## src/rtl/superbug_pkg.sv

```systemverilog
// Shared constants and types for the Super Bug input-port responder.
package superbug_pkg;

  // Bit positions of the cabinet switches within Sw_n
  localparam int SW_COIN1    = 0;
  localparam int SW_COIN2    = 1;
  localparam int SW_START    = 2;
  localparam int SW_TRAKSEL  = 3;
  localparam int SW_SELFTEST = 4;
  localparam int SW_SLAM     = 5;
  localparam int SW_GAS      = 6;
  localparam int SW_SPARE    = 7;

  // Source of Dout[6] during an In1 read, selected by Adr
  typedef enum logic [2:0] {
    SEL_STEER_FLAG = 3'd0,
    SEL_STEER_DIR  = 3'd1,
    SEL_CRASH      = 3'd2,
    SEL_SKID       = 3'd3,
    SEL_GEAR1      = 3'd4,
    SEL_GEAR2      = 3'd5,
    SEL_GEAR3      = 3'd6,
    SEL_ONE        = 3'd7
  } in1_sel_e;

  // Read data when no strobe is active (open bus reads as ones)
  localparam logic [7:0] DOUT_IDLE = 8'hFF;

  // Quadrature phase, encoded as {A,B}
  typedef enum logic [1:0] {
    QD_00 = 2'b00,
    QD_01 = 2'b01,
    QD_11 = 2'b11,
    QD_10 = 2'b10
  } quad_phase_e;

  // Phase that follows ph when the wheel turns right (00->01->11->10->00)
  function automatic quad_phase_e quad_next_right(input quad_phase_e ph);
    quad_phase_e nxt;
    case (ph)
      QD_00:   nxt = QD_01;
      QD_01:   nxt = QD_11;
      QD_11:   nxt = QD_10;
      QD_10:   nxt = QD_00;
      default: nxt = QD_00;
    endcase
    return nxt;
  endfunction

endpackage

```

## src/rtl/quad_decoder.sv

```systemverilog
// Steering-wheel quadrature decoder: flags one valid Gray-code step per cycle
// and reports its direction. Two-bit jumps and no-change cycles are ignored.
//
// state | meaning
// QD_00 | last sampled {A,B} = 00
// QD_01 | last sampled {A,B} = 01
// QD_11 | last sampled {A,B} = 11
// QD_10 | last sampled {A,B} = 10
module quad_decoder
  import superbug_pkg::*;
(
  input  logic clk,
  input  logic reset,
  input  logic a,
  input  logic b,
  output logic step,
  output logic dir
);

  quad_phase_e state_q;
  quad_phase_e state_d;

  // Remember the previous synchronized phase
  always_ff @(posedge clk) begin
    if (reset) state_q <= QD_00;
    else       state_q <= state_d;
  end

  // Next state is simply the current phase; classify the transition
  always_comb begin
    state_d = quad_phase_e'({a, b});
    step    = 1'b0;
    dir     = 1'b0;
    if (state_d == quad_next_right(state_q)) begin
      step = 1'b1;
      dir  = 1'b1;
    end else if (state_q == quad_next_right(state_d)) begin
      step = 1'b1;
      dir  = 1'b0;
    end
  end

endmodule

```

## src/rtl/superbug_input_ports.sv

```systemverilog
// Super Bug input-port responder: synchronizes cabinet inputs, keeps the
// steering/crash/skid flags and returns registered read data for the
// In1 (switch) and Opt (DIP) read strobes.
module superbug_input_ports
  import superbug_pkg::*;
#(
  parameter int SYNC_STAGES = 2
)
(
  input  logic       Clk6,
  input  logic       Reset,
  input  logic [2:0] Adr,
  input  logic       In1_n,
  input  logic       Opt_n,
  input  logic       SteerReset_n,
  input  logic       CrashReset_n,
  input  logic       SkidReset_n,
  input  logic       CrashIn,
  input  logic       SkidIn,
  input  logic [7:0] Sw_n,
  input  logic [2:0] Gear_n,
  input  logic       SteerA,
  input  logic       SteerB,
  input  logic [7:0] Dip,
  output logic [7:0] Dout,
  output logic       CrashFlag,
  output logic       SkidFlag
);

  localparam int SYNC_W = 13;

  logic [SYNC_W-1:0] async_in;
  logic [SYNC_W-1:0] sync_q [SYNC_STAGES];
  logic [7:0]        sw_s;
  logic [2:0]        gear_s;
  logic              steer_a_s;
  logic              steer_b_s;

  logic       step;
  logic       step_right;
  logic       steer_flag;
  logic       steer_dir;
  logic       crash_flag;
  logic       skid_flag;
  in1_sel_e   in1_sel;
  logic       in1_bit6;
  logic [7:0] dout_next;

  assign async_in = {SteerB, SteerA, Gear_n, Sw_n};

  // Synchronizer chain for all asynchronous cabinet inputs
  always_ff @(posedge Clk6) begin
    if (Reset) begin
      for (int i = 0; i < SYNC_STAGES; i++) sync_q[i] <= '0;
    end else begin
      sync_q[0] <= async_in;
      for (int i = 1; i < SYNC_STAGES; i++) sync_q[i] <= sync_q[i-1];
    end
  end

  assign sw_s      = sync_q[SYNC_STAGES-1][7:0];
  assign gear_s    = sync_q[SYNC_STAGES-1][10:8];
  assign steer_a_s = sync_q[SYNC_STAGES-1][11];
  assign steer_b_s = sync_q[SYNC_STAGES-1][12];

  quad_decoder u_quad_decoder (
    .clk   (Clk6),
    .reset (Reset),
    .a     (steer_a_s),
    .b     (steer_b_s),
    .step  (step),
    .dir   (step_right)
  );

  // Steering flag/direction: a CPU clear wins over a same-cycle step
  always_ff @(posedge Clk6) begin
    if (Reset || !SteerReset_n) begin
      steer_flag <= 1'b0;
      steer_dir  <= 1'b0;
    end else if (step) begin
      steer_flag <= 1'b1;
      steer_dir  <= step_right;
    end
  end

  // Crash flag: set by collision pulse, held until the CPU clears it
  always_ff @(posedge Clk6) begin
    if (Reset || !CrashReset_n) crash_flag <= 1'b0;
    else if (CrashIn)           crash_flag <= 1'b1;
  end

  // Skid flag: set by skid pulse, held until the CPU clears it
  always_ff @(posedge Clk6) begin
    if (Reset || !SkidReset_n) skid_flag <= 1'b0;
    else if (SkidIn)           skid_flag <= 1'b1;
  end

  assign CrashFlag = crash_flag;
  assign SkidFlag  = skid_flag;
  assign in1_sel   = in1_sel_e'(Adr);

  // Read-data mux; In1 wins if both strobes are (illegally) low
  always_comb begin
    dout_next = DOUT_IDLE;
    in1_bit6  = 1'b1;
    case (in1_sel)
      SEL_STEER_FLAG: in1_bit6 = ~steer_flag;
      SEL_STEER_DIR:  in1_bit6 = steer_dir;
      SEL_CRASH:      in1_bit6 = ~crash_flag;
      SEL_SKID:       in1_bit6 = ~skid_flag;
      SEL_GEAR1:      in1_bit6 = gear_s[0];
      SEL_GEAR2:      in1_bit6 = gear_s[1];
      SEL_GEAR3:      in1_bit6 = gear_s[2];
      SEL_ONE:        in1_bit6 = 1'b1;
      default:        in1_bit6 = 1'b1;
    endcase
    if (!In1_n) begin
      dout_next = {sw_s[Adr], in1_bit6, 6'b111111};
    end else if (!Opt_n) begin
      dout_next = {6'b111111, Dip[{Adr[1:0], 1'b1}], Dip[{Adr[1:0], 1'b0}]};
    end
  end

  // Registered read data so it is stable across the CPU strobe
  always_ff @(posedge Clk6) begin
    if (Reset) Dout <= DOUT_IDLE;
    else       Dout <= dout_next;
  end

endmodule
```

## config.mk

```make
export PLATFORM = sky130hd
export DESIGN_NAME = superbug_input_ports
export DESIGN_NICKNAME = d
export VERILOG_FILES = /design/src/rtl/superbug_pkg.sv /design/src/rtl/quad_decoder.sv /design/src/rtl/superbug_input_ports.sv
export SDC_FILE = /design/constraint.sdc
export NUM_CORES = 1
export LEC_CHECK = 0
export ABC_CLOCK_PERIOD_IN_PS = 1200
export BUFFER_PORTS_ARGS = -buffer_cell sky130_fd_sc_hd__buf_2
export CORE_ASPECT_RATIO = 0.7
export CORE_MARGIN = 2
export CORE_UTILIZATION = 43
export CTS_CLUSTER_SIZE = 10
export DETAILED_ROUTE_END_ITERATION = 7
export PLACE_DENSITY = 0.73
export SETUP_SLACK_MARGIN = 0.5
export SKIP_LAST_GASP = 1
export SLEW_MARGIN = 20
export SYNTH_ARGS = -nofsm -noshare
export SYNTH_HDL_FRONTEND = slang
export SYNTH_HIERARCHICAL = 1
export SYNTH_SLANG_ARGS = --single-unit
export TNS_END_PERCENT = 10
```

## constraint.sdc

```tcl
create_clock -name Clk6 -period 1.2 [get_ports Clk6]
set_input_delay 0.06 -clock Clk6 [delete_from_list [all_inputs] [get_ports Clk6]]
set_output_delay 0.06 -clock Clk6 [all_outputs]
set_load 0.01 [all_outputs]
```

**Word-level counts from Yosys, hierarchy flattened**

Memories as Yosys holds them, arrays and structs flattened.
Cells that the tools add are included.
W data, S select, Z words.

- Flip-flop bits (word level): 14
- Memory bits (writable): 26
- Input port bits: 33
- Logic and storage cells: 64
- Memories: 1

- Order comparisons: 3
- Eq/ne operators: 15
- Muxes and demuxes: 20
- Bitwise logic cells: 6
- Reductions and logical operators: 11

Memories:

| memory | words | width | rd ports | clocked after memory_dff | write ports | line | source |
|---|---|---|---|---|---|---|---|
| sync_q | 2 | 13 | 2 | 0 | 2 | superbug_input_ports.sv:33 | `logic [SYNC_W-1:0] sync_q [SYNC_STAGES];` |

Operators by type and width:

| cell | count |
|---|---|
| $mux W13 | 2 |
| $pmux W2 S4 | 2 |
| $eq A3 B3 Y1 const B | 4 |
| $lt A3 B4 Y1 const B | 3 |
| $mux W1 | 9 |
| $eq A2 B2 Y1 const B | 4 |
| $mux W8 | 1 |
| $pmux W1 S8 | 1 |
| $eq A3 B2 Y1 const B | 2 |
| $bmux W1 S2 | 2 |
| $eq A2 B1 Y1 const B | 2 |
| $eq A2 B2 Y1 | 2 |
| $logic_not A2 Y1 | 2 |
| $mux W2 | 2 |
| $not A1 Y1 | 4 |
| $bmux W1 S3 | 1 |
| $eq A3 B1 Y1 const B | 1 |
| $logic_not A1 Y1 | 3 |
| $logic_not A3 Y1 | 1 |
| $logic_or A1 B1 Y1 | 3 |
| $reduce_or A3 Y1 | 1 |
| $or A1 B1 Y1 | 2 |
| $reduce_or A2 Y1 | 1 |

**Logic depth before layout (Yosys ltp)**

- Depth in word-level cells: 7
- Gate-level depth with buffers: 4
- Depth with buffers taken out: 4

**Hierarchy**

The synthesis kept the hierarchy.

By module, submodules not included:

| module | instances | cells each | area each (µm²) |
|---|---|---|---|
| superbug_input_ports | 1 | 99 | 1159.9 |
| quad_decoder | 1 | 8 | 82.6 |

**Worst setup path after synthesis**

No wires, ideal clock.

- Path type: input-to-reg
- From: in Adr[0]
- To: reg Dout[0]
- Arrival: 1.115 ns
- Data required time: 1.065 ns
- Slack: -0.049 ns
- Stages on the path: 3
- Buffers on the path: 1
- Cell sequence: buf_6 > mux4_2 > or4b_1

- Word-level cells in the longest chain between the ends: 2

Ends and longest elaborated chain:

| element | line | source |
|---|---|---|
| from (decl) | superbug_input_ports.sv:12 | `input logic [2:0] Adr,` |
| $bmux W1 S2 | superbug_input_ports.sv:120 | `dout_next = {6'b111111, Dip[{Adr[1:0], 1'b1}], Dip[{Adr[1:0], 1'b0}]};` |
| $mux W1 (implied by the code) | superbug_input_ports.sv:120 |  |
| to (signal assigned) | superbug_input_ports.sv:127 | `else Dout <= dout_next;` |
| to (decl) | superbug_input_ports.sv:25 | `output logic [7:0] Dout,` |

No other way between the ends. The select of a mux whose other input is x is not followed.
A chain may end at the register's enable or synchronous reset.

**Final worst setup path**

- From: reg u_quad_decoder.state_q[1]
- To: reg steer_dir

- Word-level cells in the longest chain between the ends: 4

Ends and longest elaborated chain:

| element | line | source |
|---|---|---|
| from (decl) | quad_decoder.sv:20 | `quad_phase_e state_q;` |
| from (signal assigned) | quad_decoder.sv:26 | `else state_q <= state_d;` |
| $eq A2 B2 Y1 (tied with other cells) | superbug_pkg.sv:40 | `case (ph)` |
| $pmux W2 S4 | superbug_pkg.sv:40 |  |
| $eq A2 B2 Y1 | quad_decoder.sv:34 | `if (state_d == quad_next_right(state_q)) begin` |
| $mux W1 * | quad_decoder.sv:34 |  |
| named net step | superbug_input_ports.sv:39 | `logic step;` |
| to (signal assigned) | superbug_input_ports.sv:82 | `steer_dir <= step_right;` |
| to (decl) | superbug_input_ports.sv:42 | `logic steer_dir;` |

Mark *: on every way through the listed nets, which the timed path passes. The rest lies on a longest branch.

==> Flow_metrics.wiki <==
{| class="wikitable"
! Metric !! Value
|-
| Result of the run || finished, violations left
|-
| Violated checks || negative hold slack
|-
| # Max-Cap Violations || 0
|-
| Fraction of final layout cells with drive strength greater than 1 || 35.6%
|-
| Hold Path Stages || 2
|-
| Initial antenna violation count || 0
|-
| CP delay by family, top || XOR/XNOR gates
|-
| Critical Path Source || u_quad_decoder/state_q[1]
|-
| I/O pin cnt || 43
|-
| Overall routed net length || around 2.0 mm
|-
| Sort of element at the start of the critical path || flip-flop
|-
| Synth cell count leaders || sky130_fd_sc_hd__dfxtp_1 (36), sky130_fd_sc_hd__nor2b_1 (29), sky130_fd_sc_hd__mux2i_1 (7), sky130_fd_sc_hd__nor2_1 (7)
|-
| GRT Overall Usage || 14.3%
|-
| # nets final || slightly below 200
|-
| DRC || 0
|-
| Unique cell type count in the Yosys netlist || 19
|-
| Endpoints failing setup || 0
|-
| Beginning of the worst register-to-register path || u_quad_decoder/state_q[1]
|-
| WS Path Type || reg2reg
|-
| Top cells by area in the synthesized netlist || sky130_fd_sc_hd__dfxtp_1 (58%), sky130_fd_sc_hd__nor2b_1 (15%), sky130_fd_sc_hd__mux2i_1 (5.6%), sky130_fd_sc_hd__mux4_2 (5.4%), sky130_fd_sc_hd__buf_4 (2.4%)
|-
| Post-synthesis sequential area ratio || roughly three fifths
|-
| Die area || roughly 0.0033 mm2
|-
| Detailed placer's ending HPWL || approximately 1.5 mm
|-
| Min-delay src || Opt_n
|-
| Final clock period utilization by the worst path || about nine tenths
|-
| Clock tree buffer depth || 2
|-
| Power per cell area || about 1400 mW/mm2
|-
| Port Buf Inserts || 38
|-
| Filler cells || about 240
|-
| Slowest cell on crit path || sky130_fd_sc_hd__dfxtp_1
|-
| Layout-stage area growth over the synthesis result || 37.0%
|-
| Hold Crit Class || in2reg
|-
| Largest net degree at the start of global routing || 25
|-
| Async SR Flop Fraction || 0%
|-
| Highest attainable clock frequency || 944 MHz
|-
| Buffer type at the clock tree root || sky130_fd_sc_hd__clkbuf_8
|-
| Final slew viol count || 0
|-
| Level count of the clock H-tree || 2
|-
| Critical path buffer and inverter count || 0
|-
| Internal reg-to-reg setup slack || 0.14 ns
|-
| Routed length per instance || ~10 um
|-
| Total count of hold-check failures in the final report || 1
|-
| Worst reg2reg endpoint || steer_dir
|-
| Quantity of hold-fixing buffers added after cts || 12
|-
| Starting utilization of the core area || about 45%
|-
| Die width || about 70 um
|-
| Final Skew || ~0.0061 ns
|-
| Top layer in use || met3
|-
| Detailed-routing iteration count for the pre-antenna-repair pass || 4
|-
| LEAKAGE || ~0.75 nW
|-
| Rows || 16
|-
| Largest stage delay on the critical path || around 0.32 ns
|-
| Post-layout utilization of the core || 61.2%
|-
| Chip Height || approximately 50 um
|-
| Mean post-synth cell area || approximately 12 um2
|-
| Cell taking the most area after synthesis || sky130_fd_sc_hd__dfxtp_1
|-
| Met1 WL || roughly 840 um
|-
| Clock tree from TritonCTS || done
|-
| Clock-pin slew on the worst setup and hold paths || 0.07 ns
|-
| RSZ-0062 raised after global routing || yes
|-
| Core Region || 0.00278 mm2
|-
| Final worst path period need || about 1.1 ns
|-
| Mapped cell area || roughly 0.0012 mm2
|-
| Worst hold margin || -0.00493 ns
|-
| Hold worst-path end || Dout[0]
|-
| Final weighted congestion in routability-driven placement || around 0.65
|-
| Number of standard cells after synthesis || 107
|-
| Worst EP arrival || approximately 1.2 ns
|-
| Count of warnings emitted by yosys || 6
|-
| Final antenna diode count || 0
|-
| Detail Route Antenna Nets || 0
|-
| Critical path cell sequence || xnor2_2 > xnor2_2 > mux2i_1 > nor2_1
|-
| Data required time of the worst path || around 1.4 ns
|-
| Area share of the largest cell type after synthesis || between 50 and 60%
|-
| Via/cell ratio || between 4 and 5
|-
| Library cell with the highest instance count after synthesis || sky130_fd_sc_hd__dfxtp_1
|-
| 1st-iter DRT viols || 14
|-
| Flip-flop and latch count after synthesis || 36
|-
| Maximum ir drop on the vdd rail || approximately 0.76 mV
|-
| Number of clock buffers inserted by TritonCTS || 5
|-
| Crit-path most repeated cell || sky130_fd_sc_hd__xnor2_2
|-
| Maximum fanout along the worst path || 2
|-
| Vias || 870
|-
| Number of clock sinks || 36
|-
| Number of enable-type register cells in the synthesized netlist || 0
|-
| Critical Path End Type || flip-flop
|-
| Wire length of the first global-routing pass || roughly 3.4 mm
|-
| Number of global-route vias before repair || approximately 870
|-
| Routed met3 length || 202 um
|-
| Met2 Wirelength || roughly 1.0 mm
|-
| Total design power || approximately 2.4 mW
|-
| Total gr overflow || 0
|-
| Clock network latency to the later pin of the worst-skew pair || ~0.28 ns
|-
| Most used DFF post-synth || sky130_fd_sc_hd__dfxtp_1
|-
| Worst R2R Path Depth || 4
|}
==> flip-flops by register name (all words and copies together), names as in the netlist <==
name and flops:
sync_q 26, Dout 4, u_quad_decoder/state_q 2, CrashFlag 1
SkidFlag 1, steer_dir 1, steer_flag 1
==> cells in the final DEF (no fill, tap or decap), drive strengths merged, types with 2 or more instances in the layout <==
cell         instances
nor2                 7
or4b                 2
dfxtp               36
mux4                 3
buf                 42
mux2i                7
xnor2                2
nand2                2
clkbuf               7
conb                 4
nor2b               29
nor3b                2
dlygate4sd3         12
nand2b               2
==> kinds of logic (layout without fill, tap and decap cells) <==
| logic type | count (synthesis) | in the layout | synth area share, % |
|---|---|---|---|
| xor+xnor | 3 | 3 | 2.12 |
| simple gates | 44 | 44 | 21.1 |
| buf+inv | 9 | 62 | 4.53 |
| other cells | 1 | 4 | 0.302 |
| flops | 36 | 36 | 58.0 |
| mux | 11 | 11 | 12.0 |
| compound gates | 3 | 3 | 1.91 |
==> power by group <==
group	total (mW)	switching [mW]	internal (mW)
clock	0.855	0.390	0.466
combinational	0.239	0.0908	0.148
sequential	1.27	0.0168	1.25
total	2.36	0.497	1.86
==> stage by stage <==
step                std cells  worst slack [ns]  TNS (ns)  cell area (um2)
CTS                       199             0.119         0             1700
detailed placement        178           -0.0973    -0.192             1460
floorplan                 110           -0.0203   -0.0406             1260
global placement          178           -0.0590    -0.117             1460
global route              199            0.0992         0             1700
finish                    199             0.141         0             1700
==> metal layers <==
layer  GRT usage [%]  vias to the layer above
met5               0                        -
met2            23.8                       37
met1            14.7                      386
met4            6.00                        0
met3            7.85                        0
li1                -                      447
==> repair_timing <==
action / 4_1_cts / 5_1_grt
hold endpoints to repair: 15 / 3
gates resized for setup: 5 / 0
pin swaps: 2 / 0
endpoints found under the setup margin: 12 / 13
cloned: 0 / 0
buffers inserted: 1 / 0
==> how the worst max path moves through the flow <==
stage	end	slack, ns	cells past startpoint
floorplan	Dout[0]	-0.02	3
global placement	Dout[0]	-0.06	3
finish	steer_dir	0.14	4
global route	steer_dir	0.1	4
CTS	steer_dir	0.12	4
detailed placement	Dout[1]	-0.1	3
==> cell type report <==
type	instances	area (um2)	area share, %
multi-input cells	65	499	29.3
clock buffers	7	86.3	5.07
clock inverters	1	7.51	0.441
well taps	36	45.0	2.65
repair buffers	54	340	20.0
flip-flops and latches	36	723	42.5
(Power assumes the default switching activity.)
